--- config.mk ---
export PLATFORM = sky130hd
export DESIGN_NAME = word_narrow_serializer
export DESIGN_NICKNAME = d
export VERILOG_FILES = /design/src/rtl/word_narrow_serializer.sv
export SDC_FILE = /design/constraint.sdc
export NUM_CORES = 1
export LEC_CHECK = 0
export BUFFER_PORTS_ARGS = -buffer_cell sky130_fd_sc_hd__buf_2
export CAP_MARGIN = 40
export CORE_ASPECT_RATIO = 0.8
export CORE_MARGIN = 1.5
export CORE_UTILIZATION = 50
export DETAILED_ROUTE_END_ITERATION = 10
export PLACE_DENSITY = 0.77
export SYNTH_ARGS = -nofsm -noshare
export SYNTH_HDL_FRONTEND = slang
export SYNTH_SLANG_ARGS = --single-unit
--- constraint.sdc ---
create_clock -name clk -period 2.57 [get_ports clk]
set_clock_uncertainty 0.15 [all_clocks]
set_input_delay 0.257 -clock clk [delete_from_list [all_inputs] [get_ports clk]]
set_output_delay 0.257 -clock clk [all_outputs]
set_load 0.005 [all_outputs]
--- src/rtl/word_narrow_serializer.sv ---
// Narrowing serializer: 32-bit words in, 16-bit beats out.
// Words with a zero upper half may go as one zext-tagged beat.
module word_narrow_serializer #(
  parameter bit COMPRESS_EN = 1'b1
) (
  input  logic        clk,
  input  logic        reset_n,
  input  logic        in_valid,
  output logic        in_ready,
  input  logic [31:0] in_word,
  output logic        out_valid,
  input  logic        out_ready,
  output logic [15:0] out_half,
  output logic        out_zext,
  output logic        out_last,
  output logic [15:0] word_cnt,
  output logic [15:0] zext_cnt
);

  typedef enum logic [1:0] {
    EMPTY = 2'd0,
    LO    = 2'd1,
    HI    = 2'd2
  } state_t;

  state_t      state_q, state_d;
  logic [31:0] word_q, word_d;
  logic        cmp_q, cmp_d;
  logic        alive_q;
  logic        valid_q, valid_d;
  logic [15:0] half_q, half_d;
  logic        zext_q, zext_d;
  logic        last_q, last_d;
  logic [15:0] wcnt_q, wcnt_d;
  logic [15:0] zcnt_q, zcnt_d;

  logic xfer;
  logic done;
  logic acc;
  logic cmp_in;

  assign xfer   = valid_q && out_ready;
  assign done   = xfer && last_q;
  // alive_q keeps in_ready low during reset and the edge it lifts
  assign in_ready = alive_q && ((state_q == EMPTY) || done);
  assign acc    = in_valid && in_ready;
  assign cmp_in = COMPRESS_EN && (in_word[31:16] == 16'h0000);

  always_comb begin
    state_d = state_q;
    word_d  = word_q;
    cmp_d   = cmp_q;
    valid_d = valid_q;
    half_d  = half_q;
    zext_d  = zext_q;
    last_d  = last_q;
    wcnt_d  = wcnt_q;
    zcnt_d  = zcnt_q;

    unique case (state_q)
      LO: begin
        if (xfer && !cmp_q) begin
          state_d = HI;
          half_d  = word_q[31:16];
          zext_d  = 1'b0;
          last_d  = 1'b1;
        end
      end
      HI: ;
      default: ;
    endcase

    if (done) begin
      wcnt_d = wcnt_q + 16'd1;
      if (cmp_q && (zcnt_q != 16'hFFFF))
        zcnt_d = zcnt_q + 16'd1;
      state_d = EMPTY;
      valid_d = 1'b0;
      half_d  = 16'h0000;
      zext_d  = 1'b0;
      last_d  = 1'b0;
    end

    if (acc) begin
      state_d = LO;
      word_d  = in_word;
      cmp_d   = cmp_in;
      valid_d = 1'b1;
      half_d  = in_word[15:0];
      zext_d  = cmp_in;
      last_d  = cmp_in;
    end
  end

  always_ff @(posedge clk or negedge reset_n) begin
    if (!reset_n) begin
      state_q <= EMPTY;
      word_q  <= 32'h0;
      cmp_q   <= 1'b0;
      alive_q <= 1'b0;
      valid_q <= 1'b0;
      half_q  <= 16'h0;
      zext_q  <= 1'b0;
      last_q  <= 1'b0;
      wcnt_q  <= 16'h0;
      zcnt_q  <= 16'h0;
    end else begin
      state_q <= state_d;
      word_q  <= word_d;
      cmp_q   <= cmp_d;
      alive_q <= 1'b1;
      valid_q <= valid_d;
      half_q  <= half_d;
      zext_q  <= zext_d;
      last_q  <= last_d;
      wcnt_q  <= wcnt_d;
      zcnt_q  <= zcnt_d;
    end
  end

  assign out_valid = valid_q;
  assign out_half  = half_q;
  assign out_zext  = zext_q;
  assign out_last  = last_q;
  assign word_cnt  = wcnt_q;
  assign zext_cnt  = zcnt_q;

endmodule

After elaboration in Yosys (flattened, before gate mapping) --
Cells that the tools add are included.
Word-level totals: register bits after elaboration 87, input port bits 36, output and inout port bits 52, logic and storage cells 47
Operators by class: add/sub/neg operators 2, eq/ne operators 2, muxes and demuxes 18, reductions and logical operators 15
Operator list (count):
- 16-bit two-way mux | 4
- 16-bit by 1-bit adder with 16-bit output (second input constant) | 2
- 16-bit logical NOT | 1
- 16-bit inequality test (second input constant) | 1
- 1-bit two-way mux | 10
- 2-bit two-way mux | 4
- 1-bit logical AND | 6
- 3-bit nonzero test | 2
- 2-bit AND reduction | 2
- 2-bit by 1-bit == test with 1-bit output (second input constant) | 1
- 2-bit logical NOT | 1
- 2-bit nonzero test | 1
- 1-bit logical NOT | 1
- 1-bit logical OR | 1

Logic depth before layout (Yosys ltp) --
Gate-level depths: netlist of the first run.
depth in word-level cells 7, depth in mapped cells 6, mapped depth without buffers 5

Least setup slack after synthesis of the first run --
Ideal clock, no wire load.
path type flip-flop to flip-flop, start point register zcnt_q[0] (netlist: zext_cnt[0]), end point register zcnt_q[1] (netlist: zext_cnt[1]), library setup time 0.125 ns, arrival 1.582 ns, data required time 2.295 ns, path slack 0.713 ns, cell stages (with the launch flop) 6, path buffers 0, period minus slack after synthesis 1.857 ns, cells stage by stage dfrtp_1 -> ha_1 -> nand3_1 -> nor4_4 -> nor2_2 -> mux2_2
On the way: longest elaborated chain between the ends 3, elaborated cells between the ends (all ways) 4, those cells by class 1 x add/sub; 1 x eq/ne; 2 x reduce/logical
RTL lines:
- from (decl) | line 35 | logic [15:0] zcnt_q, zcnt_d;
- from (signal assigned) | line 117 | zcnt_q <= zcnt_d;
- branches (longest 3 deep; another with 16-bit by 1-bit adder with 16-bit output)
Several ways; the timed one is not identified. A chain may end at the register's enable or synchronous reset.

Worst setup path after layout of the first run --
Same ends and word-level chain as after synthesis.

==> flow_summary.json, run 1 <==
{
  "first_iter_violations": 105,
  "synth_compound_gate_area_share_pct": 9.03,
  "final_common_cell": "buf_2",
  "cap_viol_max_count": 0,
  "core_area_um2": 6010,
  "drt_first_pass_iters": 4,
  "finish.instance_area_um2": 4210,
  "clock_latency_ps": 340,
  "numCtsBuffers": 9,
  "drc": 0,
  "synth_top_family_by_area": "simple AND/OR/NAND/NOR gates",
  "period_share_pct": 80.2,
  "ioPinCount": 88,
  "dpl.hpwl_mm": 4.82,
  "synth_area_per_cell_um2": 10.3,
  "grt_usage_pct": 23.5,
  "die_area_um2": 6810,
  "yosysTopAreaCell": "dfrtp_1",
  "crit_fanout": 8,
  "leakage_nw": 2.28,
  "min-delay-start": "in_word[10]",
  "synth-async-reset-ratio_pct": 100,
  "synth_fa_ha_area_share_pct": 0.792,
  "timing.rr.end": "zext_cnt[1]$_DFFE_PN0P_",
  "syn_area_um2": 3160,
  "max_stage_delay_ps": 560,
  "synth-xor-area-share_pct": 8.31,
  "seq_area_frac_synth_pct": 56.2,
  "antenna_found_initial": 0,
  "overflow": 0,
  "cts.sinks": 71,
  "cp_slowest_cell": "nor4_4",
  "clock_path_buffers": 2,
  "rsz0062_at_grt": "no",
  "timing.setup.tns_ps": 0,
  "path_clk_slew_ps": 70,
  "hold_end": "out_half[10]$_DFFE_PN0P_",
  "r2r_slack_ps": 510,
  "clk_root_buffer_cell": "clkbuf_8",
  "crit_buf_inv": 0,
  "postCtsSetupBuffers": 0,
  "path_delay_family": "simple AND/OR/NAND/NOR gates",
  "report.final.slew_viol_count": 0,
  "syn_to_final_growth_pct": 33.2,
  "crit_path_cell_trace": "ha_1 -> nand3_1 -> nor4_4 -> nor2_2 -> mux2_2",
  "ys_warn_count": 0,
  "netlist_instances": 306,
  "vdd.ir_drop.worst_v": 0.000357,
  "fp.dieW_um": 91.9,
  "synthMuxAreaShare_pct": 0.356,
  "grt_max_degree": 41,
  "worstHoldPathType": "in -> reg",
  "fin_nets": 468,
  "required_ps": 2650,
  "hold_depth": 3,
  "power_density_nw_per_um2": 495,
  "synth_nets": 344,
  "end_kind": "register",
  "slew_headroom_pct": 51.6,
  "worst_setup_path_start_kind": "register",
  "wirelength_mm": 7.45,
  "dpl.cell_count": 468,
  "whs_ps": 19.1,
  "final_cell_mix": "buf_2, nand2_1, dfrtp_1, dlygate4sd3_1, o21ai_0",
  "cts_tree": "built",
  "globalplace.congestion": 0.847,
  "drtAntennaViolNets": 0,
  "ys_types": 42,
  "diodes": 0,
  "max_freq_ghz": 0.485,
  "vias": 2722,
  "grt_pass1_wl_mm": 12.3,
  "outcome": "finished clean",
  "numPortBuffers": 87,
  "synth_top_area_share_pct": 56.2,
  "finalPower_mw": 2.09,
  "wl_per_cell_um": 14.4,
  "fillers": 473,
  "synth_edf_count": 0,
  "start_util_pct": 52.6,
  "worstRegToRegCells": 5,
  "arrival_ps": 2140,
  "r2r-start": "zext_cnt[0]$_DFFE_PN0P_",
  "worst_pin_slew_ps": 726,
  "synthFlopType": "dfrtp_1",
  "synth-seq-cells": 71,
  "final_layout_size_suffix_gt1_share_pct": 27.1,
  "instances_no_fill": 516,
  "row_count": 25,
  "placed_cell_area_um2": 3700,
  "viasPerCell": 5.28,
  "crit_start": "zext_cnt[0]$_DFFE_PN0P_",
  "hold_viol_final": 0,
  "grt_pass1_vias": 2565,
  "synth_area_leaders": "dfrtp_1, nand2_1, a2bb2oi_1, xnor2_1, xor2_1",
  "htree_levels": 3,
  "min_period_ps": 2060,
  "die_h_um": 74.1,
  "setup_viol": 0,
  "synth-simple-area-share_pct": 23.4,
  "path_class": "reg -> reg"
}
-- logic make-up (layout without fill, tap and decap cells) --
kind of cell,after synthesis,in the layout
buffers and inverters,13,142
AO/OA/AOI/OAI,41,41
adder cells (fa/ha/maj),2,2
XOR/XNOR,30,30
AND/OR/NAND/NOR,147,147
multiplexers,1,1
flip-flops,71,71
other,1,1
-- synth_stat cells (2+ instances only) --
cell,n
xnor2_1,15
nor2_1,7
ha_1,2
nand4_1,11
clkbuf_1,7
nor3_1,10
nor3b_1,3
xor2_1,15
and3_1,3
buf_2,3
nand3_1,10
inv_1,2
nand2_1,82
dfrtp_1,71
nor4_1,6
a2bb2oi_1,16
o21ai_0,18
-- final cells by class --
type	count	area (um^2)	area share, %
timing repair buffer	124	806	19.1
inverter	2	7.51	0.178
clock inverter	4	45.0	1.07
tap	81	101	2.41
multi-input combinational	222	1330	31.5
clock buffer	12	145	3.45
sequential	71	1780	42.2
-- repair_timing --
action                                 in CTS  in global routing
endpoints found under the hold margin      62                  0
resized for setup                           0                  0
hold buffers                               32                  0
-- tightest hold or removal path, stage by stage --
cell	delay, ps
buf_2	110
nand2_1	50
a2bb2oi_1	50
-- flip-flops by register name (all words and copies together) (netlist names) --
name	count
cmp_q	1
out_zext	1
state_q	2
out_last	1
out_valid	1
alive_q	1
word_cnt	16
word_q	16
out_half	16
zext_cnt	16
-- through the flow --
| stage | utilization [%] | setup slack (ps) |
|---|---|---|
| 2_1_floorplan | - | 713 |
| 3_3_place_gp | 61.6 | 626 |
| 3_5_place_dp | 61.6 | 528 |
| 4_1_cts | 70.1 | 512 |
| 5_1_grt | 70.1 | 332 |
| 6_report | 70.1 | 510 |
-- report_power, final --
group	internal, mW	switching (mW)	total [mW]
combinational	0.0549	0.0421	0.0970
sequential	1.12	0.000728	1.12
clock	0.471	0.399	0.870
total	1.64	0.442	2.09
-- per-layer routing --
layer  share of wire (%)  track usage, %  vias up
li1                    -               -     1312
met1                  46            30.7     1313
met2                  46            36.6       87
met3                 5.8            7.57       10
met4                 1.6            10.3        0
met5                   0               0        -
-- worst max path at each step --
stage / endpoint / slack, ps / cells after the start
global placement: zext_cnt[1]$_DFFE_PN0P_ / 630 / 5
finish: zext_cnt[1]$_DFFE_PN0P_ / 510 / 5
detailed placement: zext_cnt[1]$_DFFE_PN0P_ / 530 / 5
global route: zext_cnt[1]$_DFFE_PN0P_ / 330 / 5
CTS: zext_cnt[1]$_DFFE_PN0P_ / 510 / 5
floorplan: zext_cnt[1]$_DFFE_PN0P_ / 710 / 5
No activity file was read; power rests on OpenSTA's default activity.
==> inputs of run 2 (changes only) <==
--- a/config.mk
+++ b/config.mk
@@ -9,9 +9,9 @@
 export CAP_MARGIN = 40
 export CORE_ASPECT_RATIO = 0.8
 export CORE_MARGIN = 1.5
-export CORE_UTILIZATION = 50
+export CORE_UTILIZATION = 47
 export DETAILED_ROUTE_END_ITERATION = 10
-export PLACE_DENSITY = 0.77
+export PLACE_DENSITY = 0.76
 export SYNTH_ARGS = -nofsm -noshare
 export SYNTH_HDL_FRONTEND = slang
 export SYNTH_SLANG_ARGS = --single-unit
==> constraint.sdc (replaced) <==
create_clock -name clk -period 1.7 [get_ports clk]
set_clock_uncertainty 0.15 [all_clocks]
set_input_delay 0.17 -clock clk [delete_from_list [all_inputs] [get_ports clk]]
set_output_delay 0.17 -clock clk [all_outputs]
set_load 0.005 [all_outputs]
==> run 2 against run 1 <==
Against the previous run:
- sequential power grew 51%
- routed wire length is 12% higher
- combinational power is 62% higher
- register-to-register slack got worse by 490 ps
- maximum frequency up 22%
- via count rose by 6.5%
- worst hold slack gained 73 ps
- clock power increased by 41%
- critical path type unchanged
- highest routed layer unchanged
==> flow_summary.json, run 2 (synthesized netlist as in run 1, its figures left out) <==
{
  "globalplace.congestion": 0.831,
  "hold_viol_final": 0,
  "numPortBuffers": 87,
  "wirelength_mm": 8.37,
  "cap_viol_max_count": 0,
  "final_layout_size_suffix_gt1_share_pct": 38.1,
  "syn_to_final_growth_pct": 48.9,
  "antenna_found_initial": 0,
  "ioPinCount": 88,
  "grt_pass1_vias": 2894,
  "drtAntennaViolNets": 0,
  "die_area_um2": 7230,
  "leakage_nw": 2.51,
  "dp_slack_ps": -42.8,
  "start_util_pct": 49.1,
  "first_iter_violations": 140,
  "report.final.slew_viol_count": 0,
  "htree_levels": 3,
  "worstRegToRegCells": 6,
  "required_ps": 1770,
  "numCtsBuffers": 9,
  "dpl.cell_count": 508,
  "end_kind": "register",
  "setup_slack_ps": 17.8,
  "final_common_cell": "buf_2",
  "max_freq_ghz": 0.594,
  "overflow": 0,
  "timing.setup.tns_ps": 0,
  "r2r_slack_ps": 20,
  "row_count": 26,
  "grt_pass1_wl_mm": 13.6,
  "final_cell_mix": "buf_2, nand2_1, dfrtp_1, buf_4, dlygate4sd3_1",
  "rsz0062_at_grt": "yes",
  "cp_slowest_cell": "dfrtp_1",
  "worst_setup_path_start_kind": "register",
  "period_share_pct": 99.0,
  "grt_max_degree": 33,
  "dpl.hpwl_mm": 5.49,
  "outcome": "finished clean",
  "vias": 2900,
  "fp.dieW_um": 94.7,
  "path_clk_slew_ps": 70,
  "diodes": 0,
  "viasPerCell": 5.16,
  "path_class": "reg -> reg",
  "grt_usage_pct": 24.6,
  "clk_root_buffer_cell": "clkbuf_8",
  "crit_fanout": 5,
  "fin_nets": 511,
  "fillers": 458,
  "max_stage_delay_ps": 380,
  "setup_viol": 0,
  "clock_latency_ps": 350,
  "instances_no_fill": 562,
  "vdd.ir_drop.worst_v": 0.000565,
  "min_period_ps": 1680,
  "worstHoldPathType": "in -> reg",
  "core_area_um2": 6440,
  "post-route-util_pct": 73.0,
  "crit_path_cell_trace": "nand4_1 -> buf_4 -> nor4_4 -> buf_6 -> nor3b_1 -> xor2_1",
  "drc": 0,
  "arrival_ps": 1750,
  "die_h_um": 76.3,
  "clock_path_buffers": 2,
  "finalPower_mw": 3.07,
  "cts_tree": "built",
  "drt_first_pass_iters": 4,
  "wl_per_cell_um": 14.9,
  "cts.sinks": 71,
  "hold_depth": 3,
  "power_density_nw_per_um2": 654
}
==> run 2: cell count changes in the layout (fill, tap and decap cells not counted), moves of 3 or more <==
cell        previous run  this run
nor3_2                 0         6
nor3_1                10         3
buf_4                  4        41
clkinvlp_4             0         3
o21ai_0               18        11
o21ai_1                0         7
buf_6                  0         3
==> run 2: layout make-up <==
cell class	count	area, um^2	area share, %
flip-flops and latches	71	1780	37.8
multi-input cells	222	1460	31.1
repair buffers	167	1170	24.8
clock buffers	11	151	3.22
well taps	84	105	2.23
clock inverters	5	32.5	0.691
inverters	2	7.51	0.160
==> run 2: worst max-delay path, delay by kind of cell, from the launching register on <==
kind	cells	cell delay [ps]
simple gates	3	530
flops	1	380
xor+xnor	1	140
buf+inv	2	360
==> run 2: timing repair <==
item,4_1_cts,5_1_grt
gates resized for setup,4,28
hold endpoints to repair,103,0
buffers inserted,1,4
pin swaps,1,9
setup endpoints to repair,21,32
hold buffers,33,0
==> run 2: worst paths after layout <==
check                                          from                  endpoint
min in group asynchronous                   reset_n  out_half[13]$_DFFE_PN0P_
max in group asynchronous                   reset_n   word_cnt[1]$_DFFE_PN0P_
hold reg to reg            word_cnt[15]$_DFFE_PN0P_  word_cnt[15]$_DFFE_PN0P_
hold / removal                            out_ready    state_q[1]$_DFFE_PN0P_
setup reg to reg           zext_cnt[15]$_DFFE_PN0P_   zext_cnt[2]$_DFFE_PN0P_
setup / recovery           zext_cnt[15]$_DFFE_PN0P_   zext_cnt[2]$_DFFE_PN0P_
==> run 2: layer usage <==
metal / up-vias / track usage [%] / share of wire [%]
li1: 1397 / - / -
met1: 1399 / 32.3 / 44
met2: 88 / 37.8 / 49
met3: 16 / 8.18 / 4.8
met4: 0 / 8.66 / 1.9
met5: - / 0 / 0
==> run 2: per-stage QoR <==
stage,cell area [um^2],hold slack (ps)
2_1_floorplan,3190,-276
4_1_cts,4570,78.4
3_5_place_dp,4030,-27.7
6_report,4700,92.1
3_3_place_gp,4030,-31.3
5_1_grt,4700,97.1
==> run 2: where the power goes <==
| group | internal (mW) | total [mW] | switching (mW) |
|---|---|---|---|
| clock | 0.603 | 1.23 | 0.624 |
| sequential | 1.69 | 1.69 | 0.00189 |
| combinational | 0.0893 | 0.157 | 0.0678 |
| total | 2.38 | 3.07 | 0.693 |
==> inputs of run 3 (changes only) <==
--- a/config.mk
+++ b/config.mk
@@ -9,9 +9,9 @@
 export CAP_MARGIN = 40
 export CORE_ASPECT_RATIO = 0.8
 export CORE_MARGIN = 1.5
-export CORE_UTILIZATION = 47
+export CORE_UTILIZATION = 50
 export DETAILED_ROUTE_END_ITERATION = 10
-export PLACE_DENSITY = 0.76
+export PLACE_DENSITY = 0.77
 export SYNTH_ARGS = -nofsm -noshare
 export SYNTH_HDL_FRONTEND = slang
 export SYNTH_SLANG_ARGS = --single-unit
==> constraint.sdc (replaced) <==
create_clock -name clk -period 1.9 [get_ports clk]
set_clock_uncertainty 0.15 [all_clocks]
set_input_delay 0.19 -clock clk [delete_from_list [all_inputs] [get_ports clk]]
set_output_delay 0.19 -clock clk [all_outputs]
set_load 0.005 [all_outputs]
==> run 3 against run 2 <==
Against the previous run:
- global-route usage decreased by 0.58 points
- combinational power down 15%
- register-to-register slack improved by 50 ps
- via count shrank 3.7%
- worst setup slack improved by 47 ps
- clock power grew 33%
- cell area decreased by 5.6%
- maximum frequency decreased by 8.3%
- die area is 5.8% lower
- critical path depth is 2 lower
- largest power group is now clock
==> flow_summary.json, run 3 (synthesized netlist as in run 1, its figures left out) <==
{
  "outcome": "finished clean",
  "worstHoldPathType": "in -> reg",
  "clock_path_buffers": 2,
  "clk_root_buffer_cell": "clkbuf_8",
  "report.final.slew_viol_count": 0,
  "p_int_mw": 2.66,
  "first_iter_violations": 145,
  "numCtsBuffers": 9,
  "hold_viol_final": 0,
  "setup_viol": 0,
  "seqPwrFrac_pct": 46.0,
  "path_clk_slew_ps": 70,
  "fin_nets": 485,
  "antenna_found_initial": 0,
  "clock_latency_ps": 330,
  "leakage_nw": 2.39,
  "crit_fanout": 7,
  "htree_levels": 3,
  "wl_per_cell_um": 14.8,
  "die_area_um2": 6810,
  "multi_input_comb_area_um2": 1330,
  "grt_usage_pct": 24.0,
  "viasPerCell": 5.24,
  "grt_max_degree": 72,
  "switchingPower_mw": 0.620,
  "path_class": "reg -> reg",
  "period_share_pct": 96.6,
  "cts_tree": "built",
  "met3_usage_pct": 6.54,
  "grt_pass1_wl_mm": 12.5,
  "power_density_nw_per_um2": 740,
  "final_common_cell": "buf_2",
  "required_ps": 1960,
  "numPortBuffers": 87,
  "wirelength_mm": 7.90,
  "start_util_pct": 52.6,
  "cts.sinks": 71,
  "diodes": 0,
  "timing.setup.tns_ps": 0,
  "syn_to_final_growth_pct": 40.5,
  "drtAntennaViolNets": 0,
  "row_count": 25,
  "vdd.ir_drop.worst_v": 0.000557,
  "combPwrFrac_pct": 4.1,
  "met1_usage_pct": 30.9,
  "overflow": 0,
  "fp.dieW_um": 91.9,
  "die_h_um": 74.1,
  "globalplace.congestion": 0.852,
  "dpl.hpwl_mm": 4.95,
  "final_layout_size_suffix_gt1_share_pct": 30.8,
  "arrival_ps": 1890,
  "worst_setup_path_start_kind": "register",
  "gr-usage-met2_pct": 39.6,
  "dp_slack_ps": 72.4,
  "min_period_ps": 1830,
  "drt_first_pass_iters": 4,
  "drc": 0,
  "vias": 2793,
  "regArea_um2": 1780,
  "max_freq_ghz": 0.545,
  "grt_pass1_vias": 2664,
  "clockPowerShare_pct": 49.9,
  "power.share.switching_pct": 18.9,
  "post-route-util_pct": 73.9,
  "core_area_um2": 6010,
  "busiest_layer": "met2",
  "ioPinCount": 88,
  "final_cell_mix": "buf_2, nand2_1, dfrtp_1, dlygate4sd3_1, buf_4",
  "fillers": 436,
  "end_kind": "register",
  "cap_viol_max_count": 0,
  "setup_slack_ps": 65.2,
  "finalPower_mw": 3.28
}
[run 3: changes by cell type in the layout (fill, tap and decap cells not counted), moves of 4 or more]
cell,delta
o21ai_0,+7
buf_4,-22
nor3_1,+7
nor3_2,-6
bufinv_16,+4
o21ai_1,-7
[run 3: through the flow]
step	hold WS, ps	cell area [um^2]	instances
after global placement	93.0	3810	483
final	104	4440	533
after floorplan	-256	3160	306
after detailed placement	94.0	3810	483
after global routing	105	4440	533
after CTS	91.1	4420	532
[run 3: what timing repair did]
action | 4_1_cts | 5_1_grt
hold endpoints to repair | 103 | 0
setup buffers | 0 | 1
gates resized for setup | 0 | 4
hold buffers | 33 | 0
setup endpoints to repair | 0 | 7
[run 3: final timing paths]
path	start	cells past startpoint	slack, ps	to
worst min-delay path	out_ready	3	100	state_q[1]$_DFFE_PN0P_
worst min register to register	word_cnt[15]$_DFFE_PN0P_	1	320	word_cnt[15]$_DFFE_PN0P_
worst max-delay path	zext_cnt[4]$_DFFE_PN0P_	4	70	zext_cnt[8]$_DFFE_PN0P_
max in group asynchronous	reset_n	3	1030	zext_cnt[0]$_DFFE_PN0P_
worst max register to register	zext_cnt[4]$_DFFE_PN0P_	4	70	zext_cnt[8]$_DFFE_PN0P_
min in group asynchronous	reset_n	3	230	out_half[6]$_DFFE_PN0P_
[run 3: area by class of cell]
| type | count | area share, % |
|---|---|---|
| Inverter | 2 | 0.169 |
| Sequential cell | 71 | 40.1 |
| Tap cell | 81 | 2.28 |
| Multi-Input combinational cell | 222 | 30.0 |
| Clock buffer | 11 | 3.41 |
| Timing Repair Buffer | 141 | 21.2 |
| Clock inverter | 5 | 2.87 |
[run 3: metal layers]
layer	routed length, um	vias up	share of wire (%)
li1	-	1346	-
met1	3670	1324	46
met2	3640	107	46
met3	423	16	5.4
met4	160	0	2.0
met5	0	-	0
[run 3: power groups by stage]
stage,clock network [mW],logic (mW),registers [mW]
floorplan,0,0.00274,1.54
global placement,0,0.0798,1.54
detailed placement,0,0.0807,1.54
CTS,1.66,0.133,1.51
global route,1.73,0.147,1.51
finish,1.64,0.134,1.51
[run 3: critical path: stages, from the launching register on]
cell and delay [ps]:
dfrtp_1 480, nand4_1 270, or3_2 500, nor4b_1 170
xor2_1 140
